==> src/rtl/vga_fb_scaler.sv <==
// vga_fb_scaler: VGA timing generator with a pixel-replicating framebuffer
// reader and frame-latched test patterns. All state advances on pix_ce.
module vga_fb_scaler #(
  parameter int unsigned H_ACTIVE = 640,
  parameter int unsigned H_FP     = 16,
  parameter int unsigned H_SYNC   = 96,
  parameter int unsigned H_BP     = 48,
  parameter int unsigned V_ACTIVE = 480,
  parameter int unsigned V_FP     = 10,
  parameter int unsigned V_SYNC   = 2,
  parameter int unsigned V_BP     = 33,
  parameter int unsigned SCALE    = 4,
  parameter int unsigned SYNC_POL = 0,
  parameter int unsigned MEM_LAT  = 1,
  parameter int unsigned ADDR_W   = 15
) (
  input  logic              clk,
  input  logic              reset,
  input  logic              pix_ce,
  input  logic [1:0]        pattern_sel,
  output logic [ADDR_W-1:0] mem_addr,
  output logic              mem_rd,
  input  logic [11:0]       mem_data,
  output logic              hsync,
  output logic              vsync,
  output logic              de,
  output logic [3:0]        red,
  output logic [3:0]        green,
  output logic [3:0]        blue,
  output logic              frame_start
);

  localparam int unsigned H_TOT    = H_ACTIVE + H_FP + H_SYNC + H_BP;
  localparam int unsigned V_TOT    = V_ACTIVE + V_FP + V_SYNC + V_BP;
  localparam int unsigned HW       = $clog2(H_TOT);
  localparam int unsigned VW       = $clog2(V_TOT);
  localparam int unsigned FB_W     = H_ACTIVE / SCALE;
  localparam int unsigned BAR_W    = H_ACTIVE / 8;
  localparam int unsigned H_SYNC_S = H_ACTIVE + H_FP;
  localparam int unsigned H_SYNC_L = H_SYNC_S + H_SYNC - 1;
  localparam int unsigned V_SYNC_S = V_ACTIVE + V_FP;
  localparam int unsigned V_SYNC_L = V_SYNC_S + V_SYNC - 1;
  localparam int unsigned PW       = HW + VW + 4;
  localparam logic        SYNC_ACT = 1'(SYNC_POL);

  logic [HW-1:0]     r_h_cnt;
  logic [VW-1:0]     r_v_cnt;
  logic [ADDR_W-1:0] r_fb_x;
  logic [ADDR_W-1:0] r_line_base;
  logic [1:0]        r_pat;
  logic [PW-1:0]     r_pipe [0:MEM_LAT];

  logic w_h_last, w_v_last, w_h_vis, w_v_vis, w_vis, w_hs, w_vs;
  logic w_h_end, w_sub_end, w_rep_end, w_origin;
  logic w_o_val, w_o_vis, w_o_hs, w_o_vs;
  logic [HW-1:0] w_o_h;
  logic [VW-1:0] w_o_v;
  logic [2:0]    w_bar;
  logic          w_grid;
  logic [11:0]   w_rgb;

  assign w_h_last  = (r_h_cnt == HW'(H_TOT - 1));
  assign w_v_last  = (r_v_cnt == VW'(V_TOT - 1));
  assign w_h_vis   = (r_h_cnt < HW'(H_ACTIVE));
  assign w_v_vis   = (r_v_cnt < VW'(V_ACTIVE));
  assign w_vis     = w_h_vis && w_v_vis;
  assign w_hs      = (r_h_cnt >= HW'(H_SYNC_S)) && (r_h_cnt <= HW'(H_SYNC_L));
  assign w_vs      = (r_v_cnt >= VW'(V_SYNC_S)) && (r_v_cnt <= VW'(V_SYNC_L));
  assign w_h_end   = (r_h_cnt == HW'(H_ACTIVE - 1));
  assign w_sub_end = ((r_h_cnt & HW'(SCALE - 1)) == HW'(SCALE - 1));
  assign w_rep_end = ((r_v_cnt & VW'(SCALE - 1)) == VW'(SCALE - 1));
  assign w_origin  = (r_h_cnt == '0) && (r_v_cnt == '0);

  // Raster counters, multiplier-free address generation and pattern latch
  always_ff @(posedge clk) begin
    if (reset) begin
      r_h_cnt     <= '0;
      r_v_cnt     <= '0;
      r_fb_x      <= '0;
      r_line_base <= '0;
      r_pat       <= 2'd0;
      mem_addr    <= '0;
      mem_rd      <= 1'b0;
    end else if (pix_ce) begin
      r_h_cnt <= w_h_last ? '0 : r_h_cnt + 1'b1;
      if (w_h_last) begin
        r_v_cnt <= w_v_last ? '0 : r_v_cnt + 1'b1;
      end
      if (w_h_end) begin
        r_fb_x <= '0;
      end else if (w_h_vis && w_sub_end) begin
        r_fb_x <= r_fb_x + 1'b1;
      end
      if (w_h_last && w_v_last) begin
        r_line_base <= '0;
      end else if (w_h_end && w_v_vis && w_rep_end) begin
        r_line_base <= r_line_base + ADDR_W'(FB_W);
      end
      mem_addr <= w_vis ? (r_line_base + r_fb_x) : '0;
      mem_rd   <= w_vis;
      if (w_origin) begin
        r_pat <= pattern_sel;
      end
    end
  end

  // Delay line carrying timing flags and coordinates alongside the RAM read
  always_ff @(posedge clk) begin
    if (reset) begin
      for (int i = 0; i <= int'(MEM_LAT); i++) begin
        r_pipe[i] <= '0;
      end
    end else if (pix_ce) begin
      r_pipe[0] <= {1'b1, w_vis, w_hs, w_vs, r_h_cnt, r_v_cnt};
      for (int i = 1; i <= int'(MEM_LAT); i++) begin
        r_pipe[i] <= r_pipe[i-1];
      end
    end
  end

  assign {w_o_val, w_o_vis, w_o_hs, w_o_vs, w_o_h, w_o_v} = r_pipe[MEM_LAT];

  // Colour source for the pixel leaving the delay line
  always_comb begin
    w_bar = 3'd0;
    for (int i = 1; i < 8; i++) begin
      if (w_o_h >= HW'(i * BAR_W)) w_bar = 3'(i);
    end
    w_grid = ((w_o_h & HW'(31)) == '0) || ((w_o_v & VW'(31)) == '0);
    case (r_pat)
      2'd1:    w_rgb = {{4{w_bar[2]}}, {4{w_bar[1]}}, {4{w_bar[0]}}};
      2'd2:    w_rgb = w_grid ? 12'hFFF : 12'h000;
      2'd3:    w_rgb = 12'hFFF;
      default: w_rgb = mem_data;
    endcase
  end

  // Output registers: syncs, display enable, RGB and frame marker
  always_ff @(posedge clk) begin
    if (reset) begin
      hsync       <= ~SYNC_ACT;
      vsync       <= ~SYNC_ACT;
      de          <= 1'b0;
      red         <= 4'h0;
      green       <= 4'h0;
      blue        <= 4'h0;
      frame_start <= 1'b0;
    end else begin
      frame_start <= 1'b0;
      if (pix_ce) begin
        hsync              <= w_o_hs ? SYNC_ACT : ~SYNC_ACT;
        vsync              <= w_o_vs ? SYNC_ACT : ~SYNC_ACT;
        de                 <= w_o_val && w_o_vis;
        {red, green, blue} <= (w_o_val && w_o_vis) ? w_rgb : 12'h000;
        frame_start        <= w_o_val && (w_o_h == '0) && (w_o_v == '0);
      end
    end
  end

endmodule

==> config.mk <==
export PLATFORM = sky130hd
export DESIGN_NAME = vga_fb_scaler
export DESIGN_NICKNAME = d
export VERILOG_FILES = /design/src/rtl/vga_fb_scaler.sv
export SDC_FILE = /design/constraint.sdc
export NUM_CORES = 1
export LEC_CHECK = 0
export ABC_CLOCK_PERIOD_IN_PS = 3360
export BUFFER_PORTS_ARGS = -buffer_cell sky130_fd_sc_hd__buf_2
export CELL_PAD_IN_SITES_DETAIL_PLACEMENT = 0
export CELL_PAD_IN_SITES_GLOBAL_PLACEMENT = 1
export CORE_MARGIN = 2
export CORE_UTILIZATION = 47
export CTS_CLUSTER_SIZE = 14
export DETAILED_ROUTE_END_ITERATION = 6
export PLACE_DENSITY_LB_ADDON = 0.1
export SLEW_MARGIN = 20
export SYNTH_ARGS = -nofsm -noshare
export SYNTH_HDL_FRONTEND = slang
export SYNTH_SLANG_ARGS = --single-unit
==> constraint.sdc <==
create_clock -name clk -period 3.36 [get_ports clk]
set_input_delay 0.672 -clock clk [delete_from_list [all_inputs] [get_ports clk]]
set_output_delay 0.672 -clock clk [all_outputs]
set_load 0.01 [all_outputs]
======== Word-level counts from Yosys, hierarchy flattened ========
Memory sizes are Yosys's and may differ from the RTL's.
Cells that the tools add are included.
Widths: inputs -> output; s select.
cells by class
  $add $sub $neg .......................... 5
  reductions and logical operators ........ 25
  bitwise operators ....................... 3
  muxes and demuxes ....................... 26
  equal/unequal tests ..................... 8
  order comparisons ....................... 13
operators by type and width
  cell                   count
  $mux 15                5
  $logic_not 10->1       6
  $mux 24                2
  $ge 10x9->1 const B    4
  $pmux 12 s3            1
  $eq 10x10->1 const B   3
  $mux 12                2
  $add 10x1->10 const B  2
  $ge 10x10->1 const B   2
  $ge 10x8->1 const B    2
  $mux 10                2
  $mux 3                 6
  $add 15x1->15 const B  1
  $add 15x15->15         1
  $add 15x8->15 const B  1
  $logic_and 1x1->1      11
  $ge 10x7->1 const B    1
  $le 10x10->1 const B   1
  $le 10x9->1 const B    1
  $lt 10x10->1 const B   1
  $lt 10x9->1 const B    1
  $eq 2x2->1 const B     4
  $mux 1                 8
  $reduce_and 2->1       4
  other kinds (6)        8
word-level totals
  bits in registers ....................... 84
  input bits .............................. 17
  memories kept ........................... 1
  bits in writable memories ............... 48
  output and inout bits ................... 32
memories
  name    words  bits a word  rd ports  clocked after Yosys merged registers in  write ports  line  RTL
  r_pipe  2      24           2         0                                        2            51    logic [PW-1:0] r_pipe [0:MEM_LAT];

======== Depth between registers and ports, before layout ========
Gate-level depths: netlist (run 1).
An unclocked memory read counts as a cell.
  depth after elaboration ................. 11
  mapped depth ............................ 9
  mapped depth without buffers ............ 7

======== Worst setup path before layout (run 1) ========
No wires, ideal clock.
  kind .................................... input port to flip-flop
  from .................................... in pix_ce
  to ...................................... mem r_pipe[0][0] (netlist bit), enable pin
  arrival time ............................ 2.186 ns
  stages .................................. 4
  data required time ...................... 2.957 ns
  setup time .............................. 0.403 ns
  path slack .............................. 0.771 ns
  cells stage by stage .................... clkbuf_1 > nor2_1 > clkbuf_1 > inv_1
RTL lines
  element      line  RTL
  from (decl)  19    input logic pix_ce,
  to (decl)    51

======== Final worst setup path (run 1) ========
  from .................................... reg r_h_cnt[0]
  to ...................................... reg r_v_cnt[6]
between the ends
  word-level cells in the longest chain between the ends .. 2
ends and longest elaborated chain
  element                            line  RTL
  from (decl)                        46    logic [HW-1:0] r_h_cnt;
  from (signal assigned)             85    r_h_cnt <= w_h_last ? '0 : r_h_cnt + 1'b1;
  $eq 10x10->1                       62    assign w_h_last = (r_h_cnt == HW'(H_TOT - 1));
  $reduce_and 2->1 (no source line)  --
  to (signal assigned)               87    r_v_cnt <= w_v_last ? '0 : r_v_cnt + 1'b1;
  to (decl)                          47    logic [VW-1:0] r_v_cnt;
No other way between the ends.
A chain may end at the register's enable or synchronous reset.

==> flow_summary.json, run 1 <==
{
  "clock_path_buffers": 2,
  "start_util_pct": 47.9,
  "max_cap_violations": 0,
  "worst_clock_skew_ns": 0.00679,
  "maxSlewHeadroom_pct": 49.1,
  "yosys_most_used_dff": "dfxtp_1",
  "buffer_ports.inserted": 48,
  "rsz0062_at_grt": "no",
  "placed_cells": 707,
  "drt-pass1-iter-count": 5,
  "cts_inserted_buffers": 17,
  "utilization_pct": 55.9,
  "synth_cell_type_count": 56,
  "cp_common_cell": "and4_1",
  "cp_num_buf_inv": 0,
  "maximum_level_of_the_cts_h_tree": 4,
  "insertedDiodeCount": 0,
  "yosys.area_share.adder_pct": 3.47,
  "timing.setup.critical_path_class": "reg -> reg",
  "critical-path-max-stage-delay_ns": 0.59,
  "average_cell_area_after_synthesis_um2": 10.7,
  "hold_path.class": "reg -> reg",
  "netlist_instances": 533,
  "dp_hpwl_mm": 8.45,
  "cts.clk_slew.worst_paths_ns": 0.05,
  "antenna_violating_nets_post_route": 0,
  "clkLatencyLatePin_ns": 0.42,
  "final_layout_size_suffix_gt1_share_pct": 17.4,
  "clock_tree.root_cell": "clkbuf_16",
  "synth-compound-area-share_pct": 9.02,
  "drv_slew": 0,
  "worst_ep_arrival_ns": 2.49,
  "cts_tree": "built",
  "grt_first_pass_wirelength_mm": 19.9,
  "tmin_final_ns": 2.19,
  "postSynthNetCount": 565,
  "cts.sinks": 127,
  "critical_path.startpoint": "r_h_cnt[0]",
  "synth_top_family_by_area": "simple AND/OR/NAND/NOR gates",
  "area.sequential_um2": 3020,
  "synthesis.yosys.warnings": 0,
  "number_of_ports_placed_on_the_die_boundary": 49,
  "wire_per_inst_um": 16.1,
  "overflow": 0,
  "synthMuxAreaShare_pct": 0.527,
  "path_cells": "ha_1, and4_1, and4_1, nand4_1, xor2_1, nor2_1",
  "routabilityCongestion": 0.799,
  "seq_area_frac_synth_pct": 53.0,
  "synth_top_cell_area_share_pct": 27.7,
  "area_growth_syn_to_layout_pct": 16.7,
  "syn-cell-area_um2": 5700,
  "ctsHoldBuffers": 0,
  "outcome": "finished clean",
  "largest_net_degree_at_the_start_of_global_routing": 43,
  "detailed_router_s_first_iteration_violation_count": 315,
  "min-delay-start": "mem_rd",
  "post-route-period-util_pct": 65.1,
  "drt-total-wl_mm": 11.9,
  "fill_cells": 1062,
  "final-instance-count-excl-fill": 739,
  "timing_worst_slew_pin_value_ns": 0.759,
  "multi_input_comb_area_um2": 2490,
  "fin_setup_tns_ns": 0,
  "cp-start-kind": "flip-flop",
  "cp.required_ns": 3.66,
  "synth_seq_cells": 127,
  "pwr_density_cell_nw_per_um2": 557,
  "critical-path-top-delay-family": "simple AND/OR/NAND/NOR gates",
  "synthMostInstantiatedCell": "dfxtp_1",
  "crit_end_category": "flip-flop",
  "cts-resized-gates": 0,
  "postSynth.asyncResetShare_pct": 0,
  "core.rowCount": 40,
  "synth-simple-area-share_pct": 24.0,
  "die_h_um": 114,
  "route.vias.total": 3982,
  "fp.coreArea_um2": 11900,
  "finalSetupViolations": 0,
  "critical_path.reg2reg.startpoint": "r_h_cnt[0]",
  "synth_top_area_cell": "dfxtp_1",
  "fin_nets": 611,
  "post_cts_repair_setup_buffers": 0,
  "power.leakage_nw": 2.67,
  "timing.critical_path.slowest_stage_cell": "and4_1",
  "max-vdd-ir-drop_mv": 0.280,
  "drt_via_density": 5.39,
  "grt.total_usage_pct": 20.0,
  "antenna_found_initial": 0,
  "route.detailed.drc": 0,
  "yosys-top-cells-area": "dfxtp_1 (28%), edfxtp_1 (25%), and2_1 (5.0%)",
  "timing_hold_violations_final": 0,
  "vias_in_the_first_global_route": 3814,
  "die_area_um2": 13000,
  "fmax_ghz": 0.457,
  "synth_common_cells": "dfxtp_1 (79), edfxtp_1 (48), nor2_1 (48)",
  "number_of_enable_type_register_cells_in_the_synthesized_netlist": 48,
  "yosys.area_share.xor_xnor_pct": 6.61,
  "timing.critical_path.fanout_max": 15,
  "die_width_um": 114
}
-- flip-flops by register name (all words and copies together), names as in the netlist, 4 cells and up --
name	cells
green	4
r_fb_x	15
red	4
blue	4
r_line_base	10
mem_addr	15
r_v_cnt	10
r_h_cnt	10
r_pipe	48
-- report_power, final --
group | leakage (nW) | switching (mW) | internal [mW]
Combinational | 1.20 | 0.0721 | 0.0440
Clock | 0.308 | 0.649 | 1.28
Sequential | 1.17 | 0.0270 | 1.64
Total | 2.67 | 0.748 | 2.96
-- worst register-to-register path, cell delays in order (launching register included) --
cell and delay [ns]:
dfxtp_1 0.43, ha_1 0.27, and4_1 0.37, and4_1 0.59, nand4_1 0.19, xor2_1 0.16, nor2_1 0.05
-- path summary, 6_finish.rpt --
path                            cells after the start  slack (ns)    endpoint
worst max register to register                      6        1.17  r_v_cnt[6]
worst min register to register                      1        0.45      mem_rd
worst max-delay path                                6        1.17  r_v_cnt[6]
worst min-delay path                                1        0.45      mem_rd
-- stage by stage --
stage / worst slack [ns] / hold slack (ns) / instance area, µm² / power, mW
2_1_floorplan: 0.771 / 0.465 / 5700 / 1.77
3_3_place_gp: 0.982 / 0.434 / 6020 / 1.81
3_5_place_dp: 0.886 / 0.441 / 6020 / 1.82
4_1_cts: 1.15 / 0.448 / 6660 / 3.74
5_1_grt: 0.926 / 0.463 / 6660 / 3.83
6_report: 1.17 / 0.448 / 6660 / 3.71
-- layout make-up --
cell class              count  share of cell area (%)
clock buffers              23                    7.56
repair buffers             53                    4.17
well taps                 147                    2.76
clock inverters             9                    1.94
inverters                  13                   0.733
multi-input cells         367                    37.4
flip-flops and latches    127                    45.4
-- layout by cell type (no fill, tap or decap), types with 13 or more instances in the layout --
cell type / instances
dfxtp_1: 79
buf_2: 48
edfxtp_1: 48
nor2_1: 47
and2_1: 46
nand2_1: 27
a22o_1: 22
xnor2_1: 22
xor2_1: 21
nor3_1: 18
clkbuf_16: 18
nand4_1: 16
ha_1: 15
o21ai_0: 14
or3_1: 13
a21oi_1: 13
-- cell families after synthesis --
group / count (synthesis)
DFF: 127
and+or+nand+nor: 232
xor gates and xnor gates: 43
buffers and inverters: 39
adders and majority gates: 16
AOI/OAI and AO/OA: 73
muxes: 3
-- metal layers --
layer | part of all wire (%) | GRT usage [%] | wire, µm | vias to the layer above
met5 | 0 | 0 | 0 | -
met4 | 1.3 | 7.15 | 152 | 0
met3 | 4.5 | 5.98 | 538 | 16
met2 | 44 | 28.4 | 5200 | 83
met1 | 50 | 28.9 | 6010 | 1869
li1 | - | - | - | 2014
Power figures use the tool's default switching activity.
==> run 2, diff against run 1 <==
--- a/config.mk
+++ b/config.mk
@@ -5,12 +5,13 @@
 export SDC_FILE = /design/constraint.sdc
 export NUM_CORES = 1
 export LEC_CHECK = 0
-export ABC_CLOCK_PERIOD_IN_PS = 3360
+export ABC_AREA = 1
+export ABC_CLOCK_PERIOD_IN_PS = 1760
 export BUFFER_PORTS_ARGS = -buffer_cell sky130_fd_sc_hd__buf_2
 export CELL_PAD_IN_SITES_DETAIL_PLACEMENT = 0
 export CELL_PAD_IN_SITES_GLOBAL_PLACEMENT = 1
 export CORE_MARGIN = 2
-export CORE_UTILIZATION = 47
+export CORE_UTILIZATION = 40
 export CTS_CLUSTER_SIZE = 14
 export DETAILED_ROUTE_END_ITERATION = 6
 export PLACE_DENSITY_LB_ADDON = 0.1
==> constraint.sdc (replaced) <==
create_clock -name clk -period 1.76 [get_ports clk]
set_input_delay 0.352 -clock clk [delete_from_list [all_inputs] [get_ports clk]]
set_output_delay 0.352 -clock clk [all_outputs]
set_load 0.01 [all_outputs]
==> run 2 against run 1 <==
  * Cell count up 46%
  * Global-route usage shrank 0.78 points
  * Critical path depth stayed put
  * Highest routed layer unchanged
  * First-iteration DRC count is 18% higher
  * Sequential share of layout area shrank 5.2 points
  * Largest power group unchanged
  * Maximum frequency increased by 37%
  * Synthesized area is 6.9% higher
==> flow_summary.json, run 2 <==
{
  "critical-path-top-delay-family": "compound AO/OA/AOI/OAI gates",
  "largest_register_ff_count": 48,
  "maxSlewHeadroom_pct": 76.7,
  "worst_clock_skew_ns": 0.00671,
  "dp_hpwl_mm": 11.2,
  "r2r_end": "mem_addr[11]",
  "die_h_um": 127,
  "min_delay_path_depth": 3,
  "timing.critical_path.depth": 6,
  "clkLatencyLatePin_ns": 0.41,
  "average_cell_area_after_synthesis_um2": 7.82,
  "yosys.area_share.adder_pct": 3.08,
  "placed_cells": 1046,
  "worst_hold_path_ep": "r_pat[0]",
  "max-vdd-ir-drop_mv": 0.615,
  "start_util_pct": 40.5,
  "reg_top3": "r_pipe x48, mem_addr x15, r_fb_x x15",
  "setup.reg_to_reg.worst_slack_ns": 0.16,
  "max_cap_violations": 0,
  "cp.required_ns": 2.10,
  "route.vias.total": 5246,
  "outcome": "finished clean",
  "timing.critical_path.fanout_max": 6,
  "drt-total-wl_mm": 14.9,
  "final_layout_size_suffix_gt1_share_pct": 19.8,
  "timing_worst_slew_pin_value_ns": 0.346,
  "critical-path-max-stage-delay_ns": 0.34,
  "synth-simple-area-share_pct": 29.5,
  "fp.coreArea_um2": 15000,
  "synth_top_cell_area_share_pct": 26.0,
  "synthMuxAreaShare_pct": 0,
  "yosys.area_share.xor_xnor_pct": 1.15,
  "die_area_um2": 16200,
  "sum_of_internal_switching_and_leakage_power_mw": 6.97,
  "seq_area_frac_synth_pct": 49.6,
  "drv_slew": 0,
  "antenna_violating_nets_post_route": 0,
  "synth_top_area_cell": "dfxtp_1",
  "core.rowCount": 45,
  "detailed_router_s_first_iteration_violation_count": 371,
  "grt.total_usage_pct": 19.2,
  "cp_common_cell": "o21ai_0",
  "synth-compound-area-share_pct": 9.28,
  "maximum_level_of_the_cts_h_tree": 4,
  "cp-start-kind": "flip-flop",
  "timing.critical_path.slowest_stage_cell": "dfxtp_2",
  "cp_num_buf_inv": 0,
  "area_growth_syn_to_layout_pct": 23.4,
  "insertedDiodeCount": 0,
  "syn-cell-area_um2": 6090,
  "grt_first_pass_wirelength_mm": 24.5,
  "power.leakage_nw": 3.17,
  "worst_ep_arrival_ns": 1.94,
  "antenna_found_initial": 0,
  "vias_in_the_first_global_route": 5034,
  "cts_tree": "built",
  "fin_nets": 910,
  "wire_per_inst_um": 13.8,
  "synthMostInstantiatedCell": "nand2_1",
  "synth_cell_type_count": 44,
  "timing_hold_violations_final": 0,
  "routabilityCongestion": 0.857,
  "cts.sinks": 127,
  "yosys_most_used_dff": "dfxtp_1",
  "number_of_enable_type_register_cells_in_the_synthesized_netlist": 48,
  "top_register": "r_pipe",
  "crit_end_category": "flip-flop",
  "fmax_ghz": 0.625,
  "tmin_final_ns": 1.60,
  "finalSetupViolations": 0,
  "synth_common_cells": "nand2_1 (175), nor2_1 (137), inv_1 (94)",
  "post-route-period-util_pct": 90.9,
  "postSynthNetCount": 811,
  "netlist_instances": 779,
  "r2r_cells": 6,
  "clock_path_buffers": 2,
  "die_width_um": 127,
  "final_common_cell": "nand2_1",
  "pwr_density_cell_nw_per_um2": 927,
  "synth_seq_cells": 127,
  "drt-pass1-iter-count": 5,
  "timing.setup.critical_path_class": "reg -> reg",
  "path_cells": "ha_1, a21oi_1, o21ai_0, a21oi_2, o21ai_0, o21ai_0",
  "clock_tree.root_cell": "clkbuf_16",
  "cts.clk_slew.worst_paths_ns": 0.06,
  "mostFrequentLayoutCells": "nand2_1 (173), nor2_1 (132), inv_1 (92)",
  "synthesis.yosys.warnings": 0,
  "synth_top_family_by_area": "simple AND/OR/NAND/NOR gates",
  "critical_path.reg2reg.startpoint": "r_fb_x[9]",
  "drt_via_density": 4.86,
  "overflow": 0,
  "largest_net_degree_at_the_start_of_global_routing": 45,
  "postSynth.asyncResetShare_pct": 0,
  "final-instance-count-excl-fill": 1079,
  "min-delay-start": "pattern_sel[0]",
  "hold_path.class": "in -> reg",
  "buffer_ports.inserted": 48,
  "cts_inserted_buffers": 17,
  "yosys-top-cells-area": "dfxtp_1 (26%), edfxtp_1 (24%), nand2_1 (11%)",
  "number_of_ports_placed_on_the_die_boundary": 49,
  "route.detailed.drc": 0
}
run 2: cell types whose count changed after synthesis, sizes merged, moves of 6 or more:
cell	previous run	this run
nand2	27	182
nor2	50	141
inv	13	98
and2	47	0
a21oi	13	38
nand3	12	35
o21ai	20	41
xnor2	22	1
a22o	22	2
xor2	21	7
or3	13	1
and3	7	0
or2	0	7
nor2b	6	0
run 2: metrics by stage:
stage                     setup TNS, ns  utilization (%)  hold WS [ns]  cell area [µm²]  setup WS, ns
after floorplan                   -3.80                -         0.399             6140       -0.0776
after global placement                0             45.8         0.407             6880        0.0939
after detailed placement              0             45.8         0.427             6880        0.0314
after CTS                             0             49.6         0.172             7460        0.0315
after global routing           -0.00585             50.0         0.187             7520      -0.00585
final                                 0             50.0         0.184             7520         0.159
run 2: how the worst max path moves through the flow:
stage                 endpoint      startpoint
2_1_floorplan     r_pipe[0][0]           reset
3_3_place_gp   r_line_base[13]      r_v_cnt[6]
3_5_place_dp      mem_addr[13]  r_line_base[6]
4_1_cts           mem_addr[13]  r_line_base[6]
5_1_grt        r_line_base[14]      r_v_cnt[1]
6_report          mem_addr[11]       r_fb_x[9]
run 2: kinds of logic after synthesis:
logic type | after synthesis
xor+xnor | 8
compound gates | 100
flops | 127
simple gates | 414
fa+ha+maj | 15
buf+inv | 115
run 2: area by class of cell:
class                           count  area (µm²)
Fill cell                        1475        7510
Sequential cell                   127        3030
Multi-Input combinational cell    537        2680
Timing Repair Buffer               96         626
Clock buffer                       20         437
Inverter                           99         375
Tap cell                          188         235
Clock inverter                     12         145
run 2: per-layer routing:
| layer | wire length (µm) | global-route usage, % | share of wire, % |
|---|---|---|---|
| met3 | 469 | 4.10 | 3.1 |
| met5 | 0 | 0 | 0 |
| met1 | 7090 | 25.4 | 48 |
| met2 | 7120 | 31.3 | 48 |
| met4 | 235 | 6.53 | 1.6 |
run 2: power by group:
group / leakage, nW / total (mW) / switching (mW) / internal (mW)
logic: 1.72 / 0.323 / 0.209 / 0.114
clock network: 0.276 / 3.49 / 1.28 / 2.21
registers: 1.17 / 3.16 / 0.0361 / 3.12
run 2: worst reg2reg max path: stages, from the launching register on:
cell and delay (ns):
dfxtp_2 0.34, ha_1 0.34, a21oi_1 0.21, o21ai_0 0.17
a21oi_2 0.20, o21ai_0 0.10, o21ai_0 0.16
run 2: repair_timing:
action	4_1_cts	5_1_grt
hold buffers	0	0
setup buffers	0	1
resized for setup	0	19
endpoints found under the setup margin	0	25
